File: src/rtl/taylor_coeff_seq.sv
// rtl/taylor_coeff_seq.sv - Taylor coefficient ROM sequencer feeding a valid/ready MAC stream
// Optional macro TAYLOR_SEQ_HORNER_EN: stream indices num_terms-1 down to 0 instead of ascending.
module taylor_coeff_seq #(
    parameter int ADDR_WIDTH = 6,
    parameter int DATA_WIDTH = 32,
    parameter int NUM_COEFF  = 33
) (
    input  logic                  clk,
    input  logic                  rst_n,
    input  logic                  start,
    input  logic [ADDR_WIDTH-1:0] num_terms,
    input  logic                  abort,
    output logic                  busy,
    output logic                  done,
    output logic                  err,
    output logic                  rom_rd,
    output logic [ADDR_WIDTH-1:0] rom_addr,
    input  logic [DATA_WIDTH-1:0] rom_data,
    output logic                  coeff_valid,
    input  logic                  coeff_ready,
    output logic [DATA_WIDTH-1:0] coeff_data,
    output logic [ADDR_WIDTH-1:0] coeff_idx,
    output logic                  coeff_last
);
    typedef enum logic [1:0] {IDLE, RUN, DRAIN} state_t;
    localparam logic [ADDR_WIDTH:0] MAX_TERMS = (ADDR_WIDTH + 1)'(NUM_COEFF);

    state_t                state, state_nxt;
    logic [ADDR_WIDTH-1:0] terms, rd_addr, rd_first, rd_step;
    logic                  rd_final, start_ok, issue_ok, flush;
    logic                  inflight, inflight_last;
    logic [ADDR_WIDTH-1:0] inflight_idx;
    logic [DATA_WIDTH-1:0] fifo_data [2];
    logic [ADDR_WIDTH-1:0] fifo_idx  [2];
    logic                  fifo_last [2];
    logic                  wr_ptr, rd_ptr;
    logic [1:0]            count;
    logic                  has_entries, use_bypass, pop, push_store, pop_fifo;

`ifdef TAYLOR_SEQ_HORNER_EN
    assign rd_first = num_terms - ADDR_WIDTH'(1);
    assign rd_step  = rd_addr - ADDR_WIDTH'(1);
    assign rd_final = (rd_addr == '0);
`else
    assign rd_first = '0;
    assign rd_step  = rd_addr + ADDR_WIDTH'(1);
    assign rd_final = (rd_addr == terms - ADDR_WIDTH'(1));
`endif

    assign start_ok = start && (num_terms != '0) && ({1'b0, num_terms} <= MAX_TERMS);
    assign issue_ok = (count + {1'b0, inflight}) < 2'd2;
    assign flush    = abort && (state != IDLE);
    assign busy     = (state != IDLE);
    assign rom_addr = rd_addr;

    // Returning data is presented straight from rom_data when the FIFO is empty,
    // so a coefficient is visible the same cycle it arrives.
    assign has_entries = (count != 2'd0);
    assign use_bypass  = !has_entries && inflight;
    assign coeff_valid = has_entries || inflight;
    assign coeff_data  = !coeff_valid ? '0 : (use_bypass ? rom_data      : fifo_data[rd_ptr]);
    assign coeff_idx   = !coeff_valid ? '0 : (use_bypass ? inflight_idx  : fifo_idx[rd_ptr]);
    assign coeff_last  = coeff_valid && (use_bypass ? inflight_last : fifo_last[rd_ptr]);
    assign pop         = coeff_valid && coeff_ready;
    assign push_store  = inflight && !(use_bypass && pop);
    assign pop_fifo    = pop && has_entries;
    assign done        = (state == DRAIN) && !abort && pop && coeff_last;

    always_comb begin
        state_nxt = state;
        rom_rd    = 1'b0;
        unique case (state)
            IDLE:    if (start_ok) state_nxt = RUN;
            RUN: begin
                if (abort) begin
                    state_nxt = IDLE;
                end else if (issue_ok) begin
                    rom_rd = 1'b1;
                    if (rd_final) state_nxt = DRAIN;
                end
            end
            DRAIN:   if (abort || done) state_nxt = IDLE;
            default: state_nxt = IDLE;
        endcase
    end

    always_ff @(posedge clk or negedge rst_n) begin
        if (!rst_n) begin
            state         <= IDLE;
            terms         <= '0;
            rd_addr       <= '0;
            err           <= 1'b0;
            inflight      <= 1'b0;
            inflight_idx  <= '0;
            inflight_last <= 1'b0;
            wr_ptr        <= 1'b0;
            rd_ptr        <= 1'b0;
            count         <= 2'd0;
            for (int i = 0; i < 2; i++) begin
                fifo_data[i] <= '0;
                fifo_idx[i]  <= '0;
                fifo_last[i] <= 1'b0;
            end
        end else begin
            state    <= state_nxt;
            err      <= (state == IDLE) && start && !start_ok;
            inflight <= rom_rd;
            if (state == IDLE && start_ok) begin
                terms   <= num_terms;
                rd_addr <= rd_first;
            end else if (rom_rd) begin
                inflight_idx  <= rd_addr;
                inflight_last <= rd_final;
                if (!rd_final) rd_addr <= rd_step;
            end
            if (flush) begin
                wr_ptr <= 1'b0;
                rd_ptr <= 1'b0;
                count  <= 2'd0;
            end else begin
                if (push_store) begin
                    fifo_data[wr_ptr] <= rom_data;
                    fifo_idx[wr_ptr]  <= inflight_idx;
                    fifo_last[wr_ptr] <= inflight_last;
                    wr_ptr            <= ~wr_ptr;
                end
                if (pop_fifo) rd_ptr <= ~rd_ptr;
                count <= count + {1'b0, push_store} - {1'b0, pop_fifo};
            end
        end
    end
endmodule

File: config.mk
export PLATFORM = sky130hd
export DESIGN_NAME = taylor_coeff_seq
export DESIGN_NICKNAME = d
export VERILOG_FILES = /design/src/rtl/taylor_coeff_seq.sv
export SDC_FILE = /design/constraint.sdc
export NUM_CORES = 1
export LEC_CHECK = 0
export CAP_MARGIN = 15
export CORE_MARGIN = 5
export CORE_UTILIZATION = 57
export CTS_CLUSTER_SIZE = 14
export DETAILED_ROUTE_END_ITERATION = 8
export PLACE_DENSITY = 0.94
export REMOVE_ABC_BUFFERS = 1
export SLEW_MARGIN = 20
export SYNTH_ARGS = -nofsm -noshare
export SYNTH_HDL_FRONTEND = slang
export SYNTH_SLANG_ARGS = --single-unit
File: constraint.sdc
create_clock -name clk -period 5.4 [get_ports clk]
set_input_delay 1.35 -clock clk [delete_from_list [all_inputs] [get_ports clk]]
set_output_delay 1.35 -clock clk [all_outputs]
set_load 0.01 [all_outputs]
# Yosys cells after proc, flatten, opt, wreduce, memory -nomap -nowiden
# Index checks and enable logic that the tools add are counted.
dict set report word_totals {
  reg_bits 105
  inputBits 43
  output_inout_bits 50
}
dict set report op_classes {
  addsub 5
  n_lt_le_gt_ge 5
  n_eq_ne 8
  mux 40
  bitwise_logic 6
  reduce_logical 33
}
# operator n
set ops {}
lappend ops {{2-to-1 mux 32 bit} 6}
lappend ops {{bitwise mux 64 bit} 1}
lappend ops {{2-to-1 mux 6 bit} 9}
lappend ops {{demux 32 bit (select 1 bit)} 1}
lappend ops {{logical AND 1 bit} 16}
lappend ops {{bitwise mux 12 bit} 1}
lappend ops {{2-to-1 mux 1 bit} 12}
lappend ops {{2-to-1 mux 2 bit} 6}
lappend ops {{nonzero test 2 bit} 5}
lappend ops {{adder 6 x 1 -> 6 bit, second input constant} 1}
lappend ops {{demux 6 bit (select 1 bit)} 1}
lappend ops {{== test 6 bit} 1}
lappend ops {{less-or-equal comparator 6 bit, second input constant} 1}
lappend ops {{!= test 3 bit, second input constant} 2}
lappend ops {{case mux 2 bit (3 select lines)} 1}
lappend ops {{AND reduction 2 bit} 3}
lappend ops {{nonzero test 6 bit} 1}
lappend ops {{subtractor 6 x 1 -> 6 bit, second input constant} 1}
lappend ops {{adder 2 x 1 -> 2 bit} 2}
lappend ops {{>= comparator 2 bit, second input constant} 2}
lappend ops {{logical NOT 1 bit} 4}
lappend ops {{!= test 2 x 1 -> 1 bit, second input constant} 2}
lappend ops {{inverter 1 bit} 4}
lappend ops {{inverter 1 -> 2 bit} 2}
lappend ops {{other kinds (11)} 12}

# Longest topological paths before layout
dict set report depth {
  depth_word 10
  ltp_mapped 9
  mapped_depth_nobuf 9
}

# Worst setup path after synthesis
# OpenSTA, ideal clock, no wires.
dict set report synth_timing {
  kind {input to output}
  start {in abort}
  end {out rom_rd}
  arrival_ns 2.120
  t_required_ns 4.050
  setup_slack_ns 1.930
  cell_stages 3
  path_cell_list {or3b_1 nor3_4 buf_4}
}
dict set report synth_between {
  elab_chain_cells 2
}
# item line_no
set synth_rtl {}
lappend synth_rtl {{from (decl)} 12} ;# input logic abort,
lappend synth_rtl {{2-to-1 mux 1 bit} 75} ;# if (abort) begin
lappend synth_rtl {{2-to-1 mux 1 bit} 72} ;# unique case (state)
lappend synth_rtl {{to (decl)} 16} ;# output logic rom_rd,
# Every way passes these cells.

# Worst setup path after layout
# Ends and elaborated chain as after synthesis.

==> summary by stage <==
Run status
The run finished with clean final reports.

Synth
Summing the areas of all and, or, nand and nor instances in the mapped netlist gives under 10% of the synthesized area. By area, the combinational part of the netlist is dominated by multiplexers. Yosys attributes the largest share of cell area to sky130_fd_sc_hd__dfrtp_1 (50%), sky130_fd_sc_hd__mux2_2 (20%), sky130_fd_sc_hd__mux2i_1 (8.8%). The post-synthesis sequential element count is between 100 and 150. By count the netlist is led by sky130_fd_sc_hd__dfrtp_1 (105), sky130_fd_sc_hd__mux2_2 (91), sky130_fd_sc_hd__mux2i_1 (46).

In this run, synthesis inferred 0 flip-flops with an integrated enable. The synthesized netlist devotes approximately 1.7% of its cell area to XOR and XNOR gates. The number of different library cells used by synthesis comes to 42. The Yosys step of the flow raised 0 warnings. After Yosys synthesis, full adders, half adders and majority gates account for less than 1% of the synthesized area.

The async set or reset register ratio after synthesis is 100.0%. The cell accounting for the most synthesized area is sky130_fd_sc_hd__dfrtp_1. The area share of the largest cell type after synthesis is 50.25%. The most frequent cell after synthesis is sky130_fd_sc_hd__dfrtp_1.

The average size of a mapped cell is 12.19 um^2. The most used flip-flop cell after synthesis is sky130_fd_sc_hd__dfrtp_1. The multiplexer fraction of the synthesized cell area is 28.40%. The sequential cell area fraction in the yosys report is 50.25%. In the synthesized netlist, the number of instances is roughly 430. The netlist area before placement is 5229 um^2.

Summing the areas of all compound-gate instances in the mapped netlist gives around 5.3% of the synthesized area.

Pwr
The design draws 3.123 mW. In this run switching power makes up a little over a third of total power. The power density of the placed cells is between 400 and 500 nW/um^2. The internal cell power is between 2 and 2.5 mW.

The worst voltage drop across the vdd grid is around 0.00024 V. In this run, flip-flops and latches consume 40.3% of the power. The static leakage is roughly 2.8 nW. The net switching power figure is ~1.1 mW. The clock network fraction of design power is between 10% and 20%.

The combinational group share of total power is 44.1%.

Critical path
For the worst setup path, the data required time is between 4 and 5 ns. The signal arrival time at the worst endpoint is 2.96 ns. The category of the critical setup timing path is input pin to primary output.

The worst setup path is captured at a primary output. Along the worst path, the maximum fanout reaches 3. The worst setup path is launched from an input pin.

Placed design
Prior to clock tree synthesis, the placed netlist has a worst setup slack of about 1.1 ns. The detailed placer's ending HPWL is about 7.7 mm. During placement, the flow inserted port buffers numbering 92.

Routability-driven placement finished with a final weighted congestion of 0.7695.

Route
The average wire length per cell after detail routing is between 15 and 20 um. The number of vias after detailed routing is 3617. In this run the remaining antenna-violating nets after routing total 0. In the routed layout, each cell is associated on average with a via count of between 5 and 6. The initial detailed-routing violation count is 94.

After detailed routing, the number of remaining DRC violations is 0. The first TritonRoute pass finished after 4 iterations. The routed wire length is 11.07 mm.

Clock tree
For this design, the sink count on the clock tree is 105. The number of clock buffers inserted by TritonCTS is 9. The later pin in the worst-skew pair is clocked with a latency of between 0.3 and 0.4 ns.

In this run the number of H-tree levels came out at 3. Buffers inserted to repair hold after CTS numbered 0. The tree is rooted in a sky130_fd_sc_hd__clkbuf_8. TritonCTS built the clock tree. Post-CTS repair changed the size of 0 cells.

The number of setup buffers added after CTS is 0. Counting along the longest clock path gives a buffer depth of 2. The CTS clock-pin slew for the worst setup and hold paths is about 0.09 ns.

Floorplan
The total area inside the core boundary comes to between 9000 and 10000 um^2. For this configuration, the core starts out at a cell density of ~57%. The vertical die dimension is about 110 um. The count of boundary I/O pins is just over 90.

In this run the core area contains 35 standard-cell rows. The overall die area is around 11000 um^2. The die is approximately 110 um wide.

Flow run
The max-capacitance violation count is 0.

Finish
The final layout contains approximately 560 nets. The antenna cell count is 0. In the final layout, the share of cells above drive strength 1 is 24.08%. The final standard cell utilization of the core is between 70% and 80%. The signed area change from the synthesized netlist to the final layout is 22.04%.

Timing
On the final layout, the worst hold slack is 0.5136 ns. Setup repair after global routing left no endpoint under its margin. The final number of setup-violating endpoints is 0. The pin slew with the least headroom to its limit is 1.043 ns. The count of final hold-check violations is 0. After routing, the total negative slack on setup checks comes to 0 ns. In the post-route analysis, the smallest setup slack over all paths is between 1 and 1.5 ns.

The headroom to the max-slew limit is 30.49%. The final clock period utilization by the worst path is approximately four fifths. The max-slew violation total from the final report was 0.

Counting I/O delays and the setup requirement, the final critical path takes roughly 4.3 ns. The worst clock skew is 0.009625 ns. Based on the critical path, the design can be clocked at up to 231.9 MHz.

GRT
The total congestion overflow after global routing is 0. The largest net degree at the start of global routing is 66. The first global-routing pass estimated about 19 mm of wire. For this run, the total global-route usage over all layers was measured as about a fifth. The via count of the first global-routing pass is between 3k and 4k. The initial antenna violation count is 0.

Worst hold path
The min-delay analysis places its worst path in the category flip-flop to flip-flop.
==> critical path: stages <==
cell                              delay (ns)
sky130_fd_sc_hd__clkdlybuf4s50_1        0.44
sky130_fd_sc_hd__or3b_1                 0.44
sky130_fd_sc_hd__nor3_4                 0.16
sky130_fd_sc_hd__clkdlybuf4s50_1        0.57
==> metrics by stage <==
stage                     cells  instance area (um^2)
after floorplan             401                  5076
after global placement      610                  6180
after detailed placement    610                  6180
after CTS                   626                  6381
after global routing        626                  6381
final                       626                  6381
==> logic make-up after synthesis <==
kind of cell / count (synthesis)
muxes: 137
DFF: 105
and+or+nand+nor: 87
AOI/OAI and AO/OA: 51
buffers and inverters: 35
xor gates and xnor gates: 10
adders and majority gates: 4
==> power groups by stage <==
stage / combinational (mW) / sequential, mW / clock [mW]
6_report: 1.38 / 1.26 / 0.488
5_1_grt: 1.50 / 1.29 / 0.535
4_1_cts: 1.40 / 1.26 / 0.500
3_5_place_dp: 1.40 / 1.27 / 0
3_3_place_gp: 1.34 / 1.24 / 0
2_1_floorplan: 0.786 / 1.25 / 0
==> final timing paths <==
check | start | to | slack (ns) | depth (start not counted)
max reg2reg | inflight | fifo_data[38] | 2.55 | 4
max | abort | rom_rd | 1.09 | 4
min in group asynchronous | rst_n | fifo_data[51] | 1.08 | 1
max in group asynchronous | rst_n | rd_ptr | 3.29 | 2
min | fifo_data[3] | fifo_data[3] | 0.51 | 1
min reg2reg | fifo_data[3] | fifo_data[3] | 0.51 | 1
==> layer usage <==
| layer | global-route usage, % | share of wire (%) | vias to the layer above |
|---|---|---|---|
| met1 | 25.84 | 43 | 1817 |
| met3 | 4.593 | 4.7 | 14 |
| met2 | 35.75 | 51 | 87 |
| met4 | 5.365 | 1.2 | 0 |
| met5 | 0 | 0 | - |
| li1 | - | - | 1699 |
==> registers in the layout, summed over array words and instances, names as in the netlist <==
name and cells:
terms 6, fifo_data 64, state 2, rom_addr 6
rd_ptr 1, count 2, fifo_idx 12, err 1
inflight 1, inflight_idx 6, inflight_last 1, wr_ptr 1
fifo_last 2
==> layout make-up <==
type / count / area (um^2)
fill: 644 / 2728
multi-input combinational: 289 / 2422
timing repair buffer: 98 / 963.4
sequential: 105 / 2629
inverter: 7 / 26.28
clock inverter: 7 / 77.57
tap: 111 / 138.9
clock buffer: 9 / 123.9
==> placed cells by master (no fill, tap or decap), types with 2 or more instances in the layout <==
cell type	netlist	routed
sky130_fd_sc_hd__dfrtp_1	105	104
sky130_fd_sc_hd__mux2_2	91	91
sky130_fd_sc_hd__clkdlybuf4s50_1	0	91
sky130_fd_sc_hd__mux2i_1	46	46
sky130_fd_sc_hd__nand3_1	42	42
sky130_fd_sc_hd__o21ai_0	40	40
sky130_fd_sc_hd__nor2_1	9	9
sky130_fd_sc_hd__nand2_1	9	9
sky130_fd_sc_hd__clkbuf_8	0	9
sky130_fd_sc_hd__inv_1	7	7
sky130_fd_sc_hd__buf_4	5	7
sky130_fd_sc_hd__xnor2_1	6	6
sky130_fd_sc_hd__nor4_1	4	4
sky130_fd_sc_hd__xor2_1	4	4
sky130_fd_sc_hd__nand2b_1	4	4
sky130_fd_sc_hd__ha_1	4	4
sky130_fd_sc_hd__inv_6	0	3
sky130_fd_sc_hd__nor2b_1	2	2
sky130_fd_sc_hd__nor3_4	2	2
sky130_fd_sc_hd__nand4b_4	2	2
sky130_fd_sc_hd__a21oi_1	2	2
sky130_fd_sc_hd__o211ai_1	2	2
sky130_fd_sc_hd__o21ai_1	2	2
Power figures use the tool's default switching activity.
